===== src/rtl/seg_scan_display_if.sv =====
// Debug-word display bus: two 32-bit words, page/freeze controls,
// segment and digit-enable outputs.
interface seg_scan_display_if #(
  parameter int NUM_DIGITS = 8
);
  logic [31:0]           ValueA;
  logic [31:0]           ValueB;
  logic [1:0]            Page;
  logic                  Freeze;
  logic [6:0]            out7;
  logic [NUM_DIGITS-1:0] en_out;
  logic                  FrameStart;

  modport master (
    output ValueA, ValueB, Page, Freeze,
    input  out7, en_out, FrameStart
  );

  modport slave (
    input  ValueA, ValueB, Page, Freeze,
    output out7, en_out, FrameStart
  );
endinterface


===== src/rtl/seg_scan_display.sv =====
// Time-multiplexed hex scan display for two debug words.
// Optional SEG_LZB_EN: per-group leading-zero blanking.
module seg_scan_display #(
  parameter int NUM_DIGITS   = 8,
  parameter int REFRESH_DIV  = 100000,
  parameter int BLANK_CYCLES = 1000,
  parameter bit ACTIVE_LOW   = 1'b1
) (
  input logic          Clk,
  input logic          Reset,
  seg_scan_display_if.slave bus
);

  localparam int H  = NUM_DIGITS / 2;
  localparam int IW = $clog2(NUM_DIGITS);
  localparam int PW = $clog2(REFRESH_DIV);

  logic [PW-1:0]         presc;
  logic [IW-1:0]         idx;
  logic [31:0]           sha;
  logic [31:0]           shb;
  logic [1:0]            page_q;
  logic                  fs_q;
  logic [6:0]            seg_q;
  logic [NUM_DIGITS-1:0] en_q;

  logic                  tick;
  logic                  snap;
  logic                  grp_b;
  logic                  show;
  logic [2:0]            n_sel;
  logic [2:0]            off_nib;
  logic [2:0]            win_sel;
  logic [31:0]           word;
  logic [3:0]            nib;
  logic [6:0]            seg_on;
  logic [6:0]            seg_d;
  logic [NUM_DIGITS-1:0] en_on;
  logic [NUM_DIGITS-1:0] en_d;

  function automatic logic [6:0] glyph(input logic [3:0] v);
    logic [6:0] g;
    unique case (v)
      4'h0: g = 7'b1111110;
      4'h1: g = 7'b0110000;
      4'h2: g = 7'b1101101;
      4'h3: g = 7'b1111001;
      4'h4: g = 7'b0110011;
      4'h5: g = 7'b1011011;
      4'h6: g = 7'b1011111;
      4'h7: g = 7'b1110000;
      4'h8: g = 7'b1111111;
      4'h9: g = 7'b1111011;
      4'hA: g = 7'b1110111;
      4'hB: g = 7'b0011111;
      4'hC: g = 7'b1001110;
      4'hD: g = 7'b0111101;
      4'hE: g = 7'b1001111;
      4'hF: g = 7'b1000111;
    endcase
    return g;
  endfunction

  always_comb begin
    tick    = presc == PW'(REFRESH_DIV - 1);
    snap    = tick && (idx == IW'(NUM_DIGITS - 1))
              && !bus.Freeze;
    grp_b   = idx < IW'(H);
    word    = grp_b ? shb : sha;
    n_sel   = grp_b ? 3'(idx) : 3'(idx - IW'(H));
    // Window offset in nibbles; wraps mod 8 nibbles (32 bits).
    off_nib = 3'(32'(page_q) * H);
    win_sel = n_sel + off_nib;
    nib     = word[{win_sel, 2'b00} +: 4];
`ifdef SEG_LZB_EN
    show = n_sel == 3'd0;
    for (int k = 0; k < H; k++) begin
      if (3'(k) >= n_sel &&
          word[{3'(k) + off_nib, 2'b00} +: 4] != 4'h0)
        show = 1'b1;
    end
`else
    show = 1'b1;
`endif
    seg_on = show ? glyph(nib) : 7'b0;
    en_on  = (presc < PW'(BLANK_CYCLES))
             ? '0
             : (NUM_DIGITS'(1) << idx);
    seg_d  = ACTIVE_LOW ? ~seg_on : seg_on;
    en_d   = ACTIVE_LOW ? ~en_on : en_on;
  end

  always_ff @(posedge Clk) begin
    if (Reset) begin
      presc  <= '0;
      idx    <= '0;
      sha    <= '0;
      shb    <= '0;
      page_q <= '0;
      fs_q   <= 1'b0;
      seg_q  <= ACTIVE_LOW ? '1 : '0;
      en_q   <= ACTIVE_LOW ? '1 : '0;
    end else begin
      presc <= tick ? '0 : presc + 1'b1;
      if (tick)
        idx <= (idx == IW'(NUM_DIGITS - 1))
               ? '0 : idx + 1'b1;
      fs_q <= snap;
      if (snap) begin
        sha    <= bus.ValueA;
        shb    <= bus.ValueB;
        page_q <= bus.Page;
      end
      seg_q <= seg_d;
      en_q  <= en_d;
    end
  end

  assign bus.out7       = seg_q;
  assign bus.en_out     = en_q;
  assign bus.FrameStart = fs_q;

endmodule


===== src/flat_wrapper.sv =====
// flat-port wrapper written by rule: the top's interface ports become plain ports
module seg_scan_display_flat 
#(
  parameter int NUM_DIGITS   = 8,
  parameter int REFRESH_DIV  = 100000,
  parameter int BLANK_CYCLES = 1000,
  parameter bit ACTIVE_LOW   = 1'b1
)
  (Clk, Reset, bus_ValueA, bus_ValueB, bus_Page, bus_Freeze, bus_out7, bus_en_out, bus_FrameStart);
  seg_scan_display_if #(.NUM_DIGITS(NUM_DIGITS)) bus_i ();
  input logic Clk;
  input logic Reset;
  input wire logic [$bits(bus_i.ValueA)-1:0] bus_ValueA;
  input wire logic [$bits(bus_i.ValueB)-1:0] bus_ValueB;
  input wire logic [$bits(bus_i.Page)-1:0] bus_Page;
  input wire logic [$bits(bus_i.Freeze)-1:0] bus_Freeze;
  output wire logic [$bits(bus_i.out7)-1:0] bus_out7;
  output wire logic [$bits(bus_i.en_out)-1:0] bus_en_out;
  output wire logic [$bits(bus_i.FrameStart)-1:0] bus_FrameStart;
  assign bus_i.ValueA = bus_ValueA;
  assign bus_i.ValueB = bus_ValueB;
  assign bus_i.Page = bus_Page;
  assign bus_i.Freeze = bus_Freeze;
  assign bus_out7 = bus_i.out7;
  assign bus_en_out = bus_i.en_out;
  assign bus_FrameStart = bus_i.FrameStart;
  seg_scan_display #(.NUM_DIGITS(NUM_DIGITS), .REFRESH_DIV(REFRESH_DIV), .BLANK_CYCLES(BLANK_CYCLES), .ACTIVE_LOW(ACTIVE_LOW)) u_core (.Clk(Clk), .Reset(Reset), .bus(bus_i));
endmodule

===== config.mk =====
export PLATFORM = sky130hd
export DESIGN_NAME = seg_scan_display_flat
export DESIGN_NICKNAME = d
export VERILOG_FILES = /design/src/rtl/seg_scan_display_if.sv /design/src/rtl/seg_scan_display.sv /design/src/flat_wrapper.sv
export SDC_FILE = /design/constraint.sdc
export NUM_CORES = 1
export LEC_CHECK = 0
export BUFFER_PORTS_ARGS = -buffer_cell sky130_fd_sc_hd__buf_2
export CAP_MARGIN = 10
export CORE_MARGIN = 5
export CORE_UTILIZATION = 30
export DETAILED_ROUTE_END_ITERATION = 7
export SETUP_SLACK_MARGIN = 0.5
export SLEW_MARGIN = 20
export SYNTH_ARGS = -nofsm -noshare
export SYNTH_HDL_FRONTEND = slang
export SYNTH_SLANG_ARGS = --single-unit

===== constraint.sdc =====
create_clock -name Clk -period 4.13 [get_ports Clk]
set_clock_uncertainty 0.05 [all_clocks]
set_input_delay 0.2065 -clock Clk [delete_from_list [all_inputs] [get_ports Clk]]
set_output_delay 0.2065 -clock Clk [all_outputs]
set_load 0.02 [all_outputs]

Word-level counts from Yosys, hierarchy flattened
Memory sizes are Yosys's and may differ from the RTL's.
Cells that the tools add are included.
{"block": "word_totals", "inputBits": 69, "elab_cells": 29, "register_bits": 101, "mem_count": 1, "rom_bits": 112}
{"block": "op_classes", "addsub": 4, "order_cmp": 2, "mux": 4, "bitwise_logic": 2, "n_eq_ne": 2, "n_reduce_logical": 4, "shift": 2}
{"memory": "(no name shown)", "words": 16, "word_bits": 7, "rd": 1, "rd_ports_with_merged_regs": 0, "write_ports": 0, "line": "seg_scan_display.sv:43", "source": "unique case (v)"}
{"op": "$mux 32", "n": 1}
{"op": "$shiftx 32x6->4", "n": 1}
{"op": "$add 17x1->17 const B", "n": 1}
{"op": "$eq 17x17->1 const B", "n": 1}
{"op": "$lt 17x10->1 const B", "n": 1}
{"op": "$mux 8", "n": 1}
{"op": "$not 8->8", "n": 1}
{"op": "$shl 1x3->8 const A", "n": 1}
{"op": "$not 7->7", "n": 1}
{"op": "$mux 3", "n": 2}
{"op": "$add 3x1->3 const B", "n": 1}
{"op": "$add 3x3->3", "n": 1}
{"op": "$eq 3x3->1 const B", "n": 1}
{"op": "$lt 3x3->1 const B", "n": 1}
{"op": "$sub 3x3->3 const B", "n": 1}
{"op": "$logic_and 1x1->1", "n": 2}
{"op": "$reduce_or 2->1", "n": 1}
{"op": "$logic_not 1->1", "n": 1}

Depth between registers and ports, before layout
Gate-level depths: netlist (run 1).
An unclocked memory read counts as a cell.
{"block": "depth", "ltp_word": 6, "depth_mapped": 10}

Worst setup path after synthesis (run 1)
No wires, ideal clock.
{"block": "synth_path", "path_type": "register to register", "startpoint": "reg u_core.idx[0]", "endpoint": "reg u_core.seg_q[0] (netlist: u_core.bus.out7[0])", "n_path_buf": 2, "stages_incl_launch_ff": 9, "slack_ns": 1.478, "t_arrival_ns": 2.480, "period_less_slack_ns": 2.652, "required_ns": 3.958, "cell_sequence": "dfxtp_1 > buf_6 > buf_8 > mux4_1 > a221oi_2 > inv_1 > ha_1 > mux2_2 > a221o_1"}
{"block": "synth_between", "elab_chain_cells": 6}
{"item": "start, declared", "line": "seg_scan_display.sv:19", "source": "logic [IW-1:0] idx;"}
{"item": "start signal, assigned", "line": "seg_scan_display.sv:106", "source": "idx <= (idx == IW'(NUM_DIGITS - 1))"}
{"item": "$sub 3x3->3 / $lt 3x3->1 (equally long branches)", "line": "seg_scan_display.sv:70, seg_scan_display.sv:68"}
{"item": "$mux 3", "line": "seg_scan_display.sv:70", "source": "n_sel = grp_b ? 3'(idx) : 3'(idx - IW'(H));"}
{"item": "$add 3x3->3", "line": "seg_scan_display.sv:73", "source": "win_sel = n_sel + off_nib;"}
{"item": "$shiftx 32x6->4 *", "line": "seg_scan_display.sv:74", "source": "nib = word[{win_sel, 2'b00} +: 4];"}
{"item": "$mem_v2 16x7 *"}
{"item": "$not 7->7 *", "line": "seg_scan_display.sv:89", "source": "seg_d = ACTIVE_LOW ? ~seg_on : seg_on;"}
{"item": "end signal, assigned", "line": "seg_scan_display.sv:101", "source": "seg_q <= ACTIVE_LOW ? '1 : '0;"}
{"item": "end signal, assigned", "line": "seg_scan_display.sv:114", "source": "seg_q <= seg_d;"}
{"item": "end, declared", "line": "seg_scan_display.sv:24", "source": "logic [6:0] seg_q;"}
Mark *: on every way between the ends. The rest lies on a longest branch, timed or not.
A chain may end at the register's enable or synchronous reset.

Worst setup path in the final report (run 1)
Ends and elaborated chain as after synthesis.

==> results by group, run 1 <==
Floorplan
  • FP Rows: between 40 and 50
  • DIE WIDTH: 137 um
  • Die ar.: roughly 19,000 um^2
  • IO Count: 85
  • Die span in y: 137 um
  • Initial core utilization: around 30%
  • Core area: 15,900 um^2

Place
  • DP HPWL: between 7000 and 8000 um
  • Final GP Congestion: 0.777
  • PortBufs: 83

Setup path
  • R2R Setup Slk: ~1.2 ns
  • Crit path to: u_core.bus.out7[0]
  • Crit path from: u_core.idx[0]
  • Startpoint Class: register
  • WP depth: 8
  • Family with the most delay on the worst path: compound AO/OA/AOI/OAI gates
  • Critical path class: register to register
  • Crit end category: register
  • Buf+Inv Stages, Crit Path: 2
  • Critical R2R Capture: u_core.bus.out7[0]
  • CP required: between 4 and 5 ns
  • CP max-delay cell: mux4_1
  • Peak per-stage delay on the critical path: ~0.6 ns
  • Arrival time at the worst endpoint: ~3.1 ns
  • Crit path max fanout: 13
  • RR Startpoint: u_core.idx[0]
  • Register-to-Register Path Depth: 8
  • Critical Path, Cell by Cell: buf_4 > mux4_1 > a22o_1 > a221oi_2 > inv_1 > ha_1 > mux2_2 > a221o_1

Drt
  • Post-Route WL: around 11,000 um
  • Initial DRC Count: roughly 160
  • Antenna Violating Nets Remaining: 0
  • Vias: between 3k and 4k
  • Vias/cell: around 4.5
  • DR pass1 iterations: 4
  • Drt drc: 0
  • Routed length per placed instance: ~14 um

GRT
  • Maximum number of pins on one net before global-route repair: slightly above 80
  • Vias in the first global route: around 3.6k
  • First-pass GRT wire length: ~18,000 um
  • Initial antenna violation count: 0
  • GRT Resource Usage Total: between 10% and 20%
  • Total gr overflow: 0

Finish
  • Layout cell share with drive strength beyond 1: approximately two fifths
  • Antenna diodes: 0
  • Area Overhead vs Synth: 16.0%
  • Most frequent cells in the layout: dfxtp_1, nand2_1, buf_2
  • Final nets: between 600 and 700
  • Commonest non-fill, non-tap cell in the layout: dfxtp_1

CTS
  • Hold-fix buffers, CTS: 0
  • CTS tree: done
  • PostCTS Resize Cnt: 0
  • Clk sinks: between 100 and 150
  • Clock Tree Root: clkbuf_16
  • Clock latency on the worst-skew pair: between 0.3 and 0.4 ns
  • Total CTS buffers: 9
  • Htree depth: 3
  • Max clock buf depth: 2
  • Post-CTS setup buffers: 0
  • Clk pin slew, worst setup/hold paths: roughly 0.07 ns

STA
  • FMAX: about 340 MHz
  • Final min period: a little under 3 ns
  • Setup TNS: 0 ns
  • Slew margin rel.: a little under three fifths
  • Hold WS: ~0.05 ns
  • RSZ-0062 raised after global routing: false
  • Final count of negative-setup-slack endpoints: 0
  • Max-slew violations: 0
  • Worst-margin pin slew: ~0.66 ns
  • Final Hold Viols: 0
  • Final period utilization: approximately 70%

Synthesis
  • Synth cell types: a little over 50
  • Ys Warns: 0
  • Post-synth EDFFs: 0
  • Sequential element share of the synthesized area: a little over two fifths
  • Main synth FF type: dfxtp_1
  • Mapped Cells: approximately 500
  • Syn avg cell area: a little under 10 um^2
  • Synth async-reset ratio: 0%
  • Synth Register Bits: 101
  • Mapped cell area: 4840 um^2
  • Synth Net Count: 577

Pwr
  • Total leakage power: between 1.5 and 2 nW
  • Clock share of power: between 40% and 50%
  • VDD IR max: roughly 220 uV
  • Comb power frac: ~4.1%
  • Int Power: ~1.5 mW
  • Sw Pwr: ~410 uW
  • Pwr/cell area: 336 nW/um^2
  • Sequential share of power: ~52%
  • Sw frac: between 20% and 30%

Run status
  • Status: finished clean

Job
  • Max cap viols: 0

Min path
  • Worst min-delay path class: input port to register
  • Hold Crit Start: bus_ValueB[7]
[final cells by class]
cell class,count,area [um^2]
well taps,216,270
inverters,8,30.0
clock buffers,10,229
fillers,1675,10300
repair buffers,89,495
multi-input cells,352,2520
flip-flops and latches,101,2020
clock inverters,5,52.6
[kinds of logic (layout without fill, tap and decap cells)]
logic type               count (synthesis)  after routing  share of synthesized area [%]
XOR/XNOR                                15             15                           2.71
buffers and inverters                   42            112                           6.30
AO/OA/AOI/OAI                           82             82                           13.8
AND/OR/NAND/NOR                        217            217                           22.3
adder cells (fa/ha/maj)                 13             13                           3.36
multiplexers                            25             25                           9.81
flip-flops                             101            101                           41.7
[synthesized netlist by cell type (2+ instances only)]
cell type  number  area share, %
and3_1          5           0.65
a22o_1          2           0.36
mux2i_1         7            1.4
nor3_1          2           0.21
nand2_1        98            7.6
clkbuf_1       16            1.2
nand4_1         5           0.65
inv_1           8           0.62
ha_1           13            3.4
nor4_1          3           0.39
nand2_2        50            6.5
o21ai_0         2           0.21
and4_1          3           0.54
a221o_1         3           0.62
nand3_1         9           0.93
buf_2           5           0.52
nor2b_1         2           0.26
mux4_1          6            3.3
mux4_2         10            4.6
buf_6           2           0.46
xnor2_1         5           0.90
and2_1          5           0.65
a21oi_1        17            1.8
buf_4           2           0.31
mux2_2          2           0.46
xor2_1         10            1.8
buf_12          6            2.5
nor2_1         25            1.9
a21oi_2        50            9.0
dfxtp_1       101             42
[per-stage QoR]
stage / cell area, um^2 / power (mW) / util [%] / std cells / setup slack [ns]
floorplan: 4840 / 1.03 / - / 495 / 1.48
finish: 5620 / 1.89 / 35.4 / 781 / 1.18
global route: 5620 / 1.95 / 35.4 / 781 / 1.01
global placement: 5310 / 1.08 / 33.4 / 765 / 1.24
CTS: 5590 / 1.91 / 35.2 / 780 / 1.15
detailed placement: 5310 / 1.08 / 33.4 / 765 / 1.18
[worst register-to-register path: cells and delay by family, from the launching register on]
family / cells / cell delay (ns)
compound gates: 3 / 0.90
fa+ha+maj: 1 / 0.24
buf+inv: 2 / 0.41
flops: 1 / 0.34
mux: 2 / 0.89
[state kept, by name, indices dropped and copies added (netlist names)]
| name | count |
|---|---|
| u_core.sha | 32 |
| u_core.shb | 32 |
| u_core.presc | 17 |
| u_core.bus.en_out | 8 |
| u_core.bus.out7 | 7 |
| u_core.idx | 3 |
| u_core.bus.FrameStart | 1 |
| u_core.page_q | 1 |
[power groups by stage]
stage                     clock (mW)  sequential [mW]  combinational [mW]
after CTS                      0.849            0.982              0.0748
after global routing           0.885            0.982              0.0843
after detailed placement           0             1.00              0.0748
after floorplan                    0             1.01              0.0258
after global placement             0             1.00              0.0742
final                          0.828            0.982              0.0769
[worst min path at each step]
stage / endpoint / slack, ns / cells past startpoint
3_5_place_dp: u_core.sha[29] / 0.39 / 2
4_1_cts: u_core.shb[7] / 0.04 / 3
3_3_place_gp: u_core.sha[16] / 0.39 / 2
6_report: u_core.shb[7] / 0.05 / 3
5_1_grt: u_core.shb[7] / 0.04 / 3
2_1_floorplan: u_core.page_q[0] / 0.29 / 2
[metal layers]
metal  global-route usage [%]  up-vias  part of all wire (%)
met3                     2.94       11                   4.2
met1                     16.1     1598                    50
met5                        0        -                     0
li1                         -     1812                     -
met4                     3.99        0                   1.3
met2                     19.1       64                    45
Power figures use the tool's default switching activity.
==> run 2: changes to the inputs <==
Settings changed: ABC_AREA set to 1.
Clock period 4.13 ns to 2.4 ns, I/O delays scaled along.
==> run 2 against run 1 <==
Net effect:
- area after synthesis rose by 3.2%
- largest cell class unchanged
- via count is 32% higher
- critical path type unchanged
- global-route usage rose by 2.4 points
- synthesized cell count is 26% higher
- worst setup slack lost 0.73 ns
- sequential power grew 72%
- wire length grew 44%
- final area grew 25%
- hold slack got worse by 0.046 ns
==> results by group, run 2 <==
Drt
  • Routed length per placed instance: between 15 and 20 um
  • Drt drc: 0
  • DR pass1 iterations: 4
  • Initial DRC Count: ~420
  • Vias: approximately 4.6k
  • Post-Route WL: about 16,000 um
  • Vias/cell: ~4.7
  • Antenna Violating Nets Remaining: 0

CTS
  • Clk sinks: between 100 and 150
  • Clock Tree Root: clkbuf_16
  • Max clock buf depth: 2
  • Clock latency on the worst-skew pair: between 0.3 and 0.4 ns
  • Htree depth: 3
  • Total CTS buffers: 9
  • CTS tree: done
  • Clk pin slew, worst setup/hold paths: ~0.070 ns

Pwr
  • VDD IR max: about 320 uV
  • Pwr/cell area: roughly 460 nW/um^2
  • Total power: approximately 3.2 mW
  • Total leakage power: approximately 2.7 nW

Setup path
  • Crit path max fanout: 8
  • Arrival time at the worst endpoint: roughly 2.1 ns
  • Critical Path, Cell by Cell: buf_12 > buf_16 > nand2_1 > nand3_1 > nand3_2 > nand3_2 > nand2_4 > buf_6 > ha_2 > nand3_1 > nand2_1 > nand2_1 > nand3_1
  • CP max-delay cell: dfxtp_4
  • Peak per-stage delay on the critical path: between 0.4 and 0.5 ns
  • Crit end category: register
  • Startpoint Class: register
  • Critical path class: register to register
  • CP required: roughly 2.6 ns

STA
  • Final min period: slightly below 2 ns
  • Max-slew violations: 0
  • Final count of negative-setup-slack endpoints: 0
  • Worst-margin pin slew: 0.768 ns
  • Final Hold Viols: 0
  • FMAX: 514 MHz
  • RSZ-0062 raised after global routing: true
  • Setup TNS: 0 ns
  • Hold WS: 0.00334 ns
  • Final period utilization: 81.0%
  • Slew margin rel.: 48.8%

Job
  • Max cap viols: 0

Finish
  • Most frequent cells in the layout: dfxtp_1, nand2_1, buf_2
  • Non-filler cells, final: about 1,000
  • Final nets: around 830
  • Largest registers: u_core.sha (32), u_core.shb (32), u_core.presc (17)
  • Finished Cell Area: 7050 um^2
  • Layout cell share with drive strength beyond 1: between 40% and 50%
  • Area Overhead vs Synth: 41.0%
  • Commonest non-fill, non-tap cell in the layout: dfxtp_1

Floorplan
  • Die span in y: about 140 um
  • Core area: between 15,000 and 20,000 um^2
  • Initial core utilization: between 30% and 40%
  • DIE WIDTH: between 100 and 150 um
  • Die ar.: roughly 19,000 um^2
  • IO Count: between 80 and 90
  • FP Rows: 47

Synthesis
  • Main synth FF type: dfxtp_1
  • Synth area leader: dfxtp_1
  • Synth Register Bits: 101
  • Sequential element share of the synthesized area: about two fifths
  • Synth async-reset ratio: 0%
  • Post-synth EDFFs: 0
  • Ys Warns: 0
  • Synth cell types: 30
  • Top cells by count, synth: dfxtp_1, nand2_1, nor2_1
  • Mapped Cells: between 600 and 700
  • Mapped cell area: 5000 um^2
  • Post-synth top area share: 40.5%
  • Syn avg cell area: 8.00 um^2
  • Synth Net Count: 707
  • Count leader, synth: dfxtp_1
  • Synth area leaders: dfxtp_1, a211oi_2, nand3_1

GRT
  • GRT Resource Usage Total: approximately 14%
  • Total gr overflow: 0
  • Maximum number of pins on one net before global-route repair: 48
  • First-pass GRT wire length: approximately 23,000 um
  • Initial antenna violation count: 1
  • Vias in the first global route: ~4.4k

Place
  • Dpl cell area: approximately 5500 um^2
  • DP HPWL: just under 9000 um
  • Final GP Congestion: 0.813
  • Placed cells: 900
  • PortBufs: 83

Run status
  • Status: finished clean

Min path
  • Worst min-delay path class: input port to register
-- run 2: cell count changes in the layout (fill, tap and decap cells not counted), moves of 30 or more --
cell and change:
inv_1 +70, a211oi_2 +60, nand3_1 +51, a21oi_2 -50
nand2_2 -44, nor2_2 +41, dlygate4sd3_1 +30
-- run 2: path summary, 6_finish.rpt --
kind	startpoint	end	slack, ns	cells after the start
max reg2reg	u_core.idx[2]	u_core.bus.out7[3]	0.46	13
max	u_core.idx[2]	u_core.bus.out7[3]	0.46	13
min reg2reg	u_core.presc[0]	u_core.presc[0]	0.40	1
min	bus_ValueA[11]	u_core.sha[11]	0.003	3
-- run 2: repair_timing --
action,in CTS,in global routing
pin swaps,3,11
setup endpoints to repair,72,86
buffers inserted,3,9
hold buffers,30,0
resized for setup,28,107
endpoints found under the hold margin,30,0
gates cloned,4,12
-- run 2: logic make-up (layout without fill, tap and decap cells) --
logic type	after synthesis	in the layout	synth area share (%)
compound gates	85	85	17.9
xor+xnor	8	8	1.40
fa+ha+maj	13	13	3.25
simple gates	294	295	25.8
buf+inv	124	252	11.2
other cells	0	1	0
flops	101	101	40.5
-- run 2: layout make-up --
| cell class | instances | area [um^2] |
|---|---|---|
| Clock buffer | 9 | 225 |
| Sequential cell | 101 | 2030 |
| Multi-Input combinational cell | 401 | 2830 |
| Antenna cell | 1 | 2.50 |
| Fill cell | 1604 | 9420 |
| Inverter | 88 | 345 |
| Clock inverter | 7 | 46.3 |
| Tap cell | 220 | 275 |
| Timing Repair Buffer | 148 | 1290 |
-- run 2: through the flow --
stage	setup WS [ns]	util, %
detailed placement	0.335	33.7
global route	0.383	42.8
finish	0.456	42.8
global placement	0.344	33.7
floorplan	0.506	-
CTS	0.484	38.4
-- run 2: routing by layer --
metal	wire length [um]	up-vias	global-route usage, %
met2	7100	148	22.2
li1	-	2303	-
met3	837	25	3.90
met5	0	-	0
met1	7320	2123	19.9
met4	366	0	4.27
-- run 2: worst max-delay path, delay by kind of cell (launching register included) --
kind                       cells  cell delay [ns]
DFF                            1             0.48
buffers and inverters          3             0.39
adders and majority gates      1             0.19
and+or+nand+nor                9             0.70
-- run 2: power by group --
part | switching (mW) | internal (mW) | total [mW]
Clock | 0.654 | 0.707 | 1.36
Combinational | 0.0923 | 0.0899 | 0.182
Sequential | 0.00545 | 1.68 | 1.69
Total | 0.751 | 2.48 | 3.23
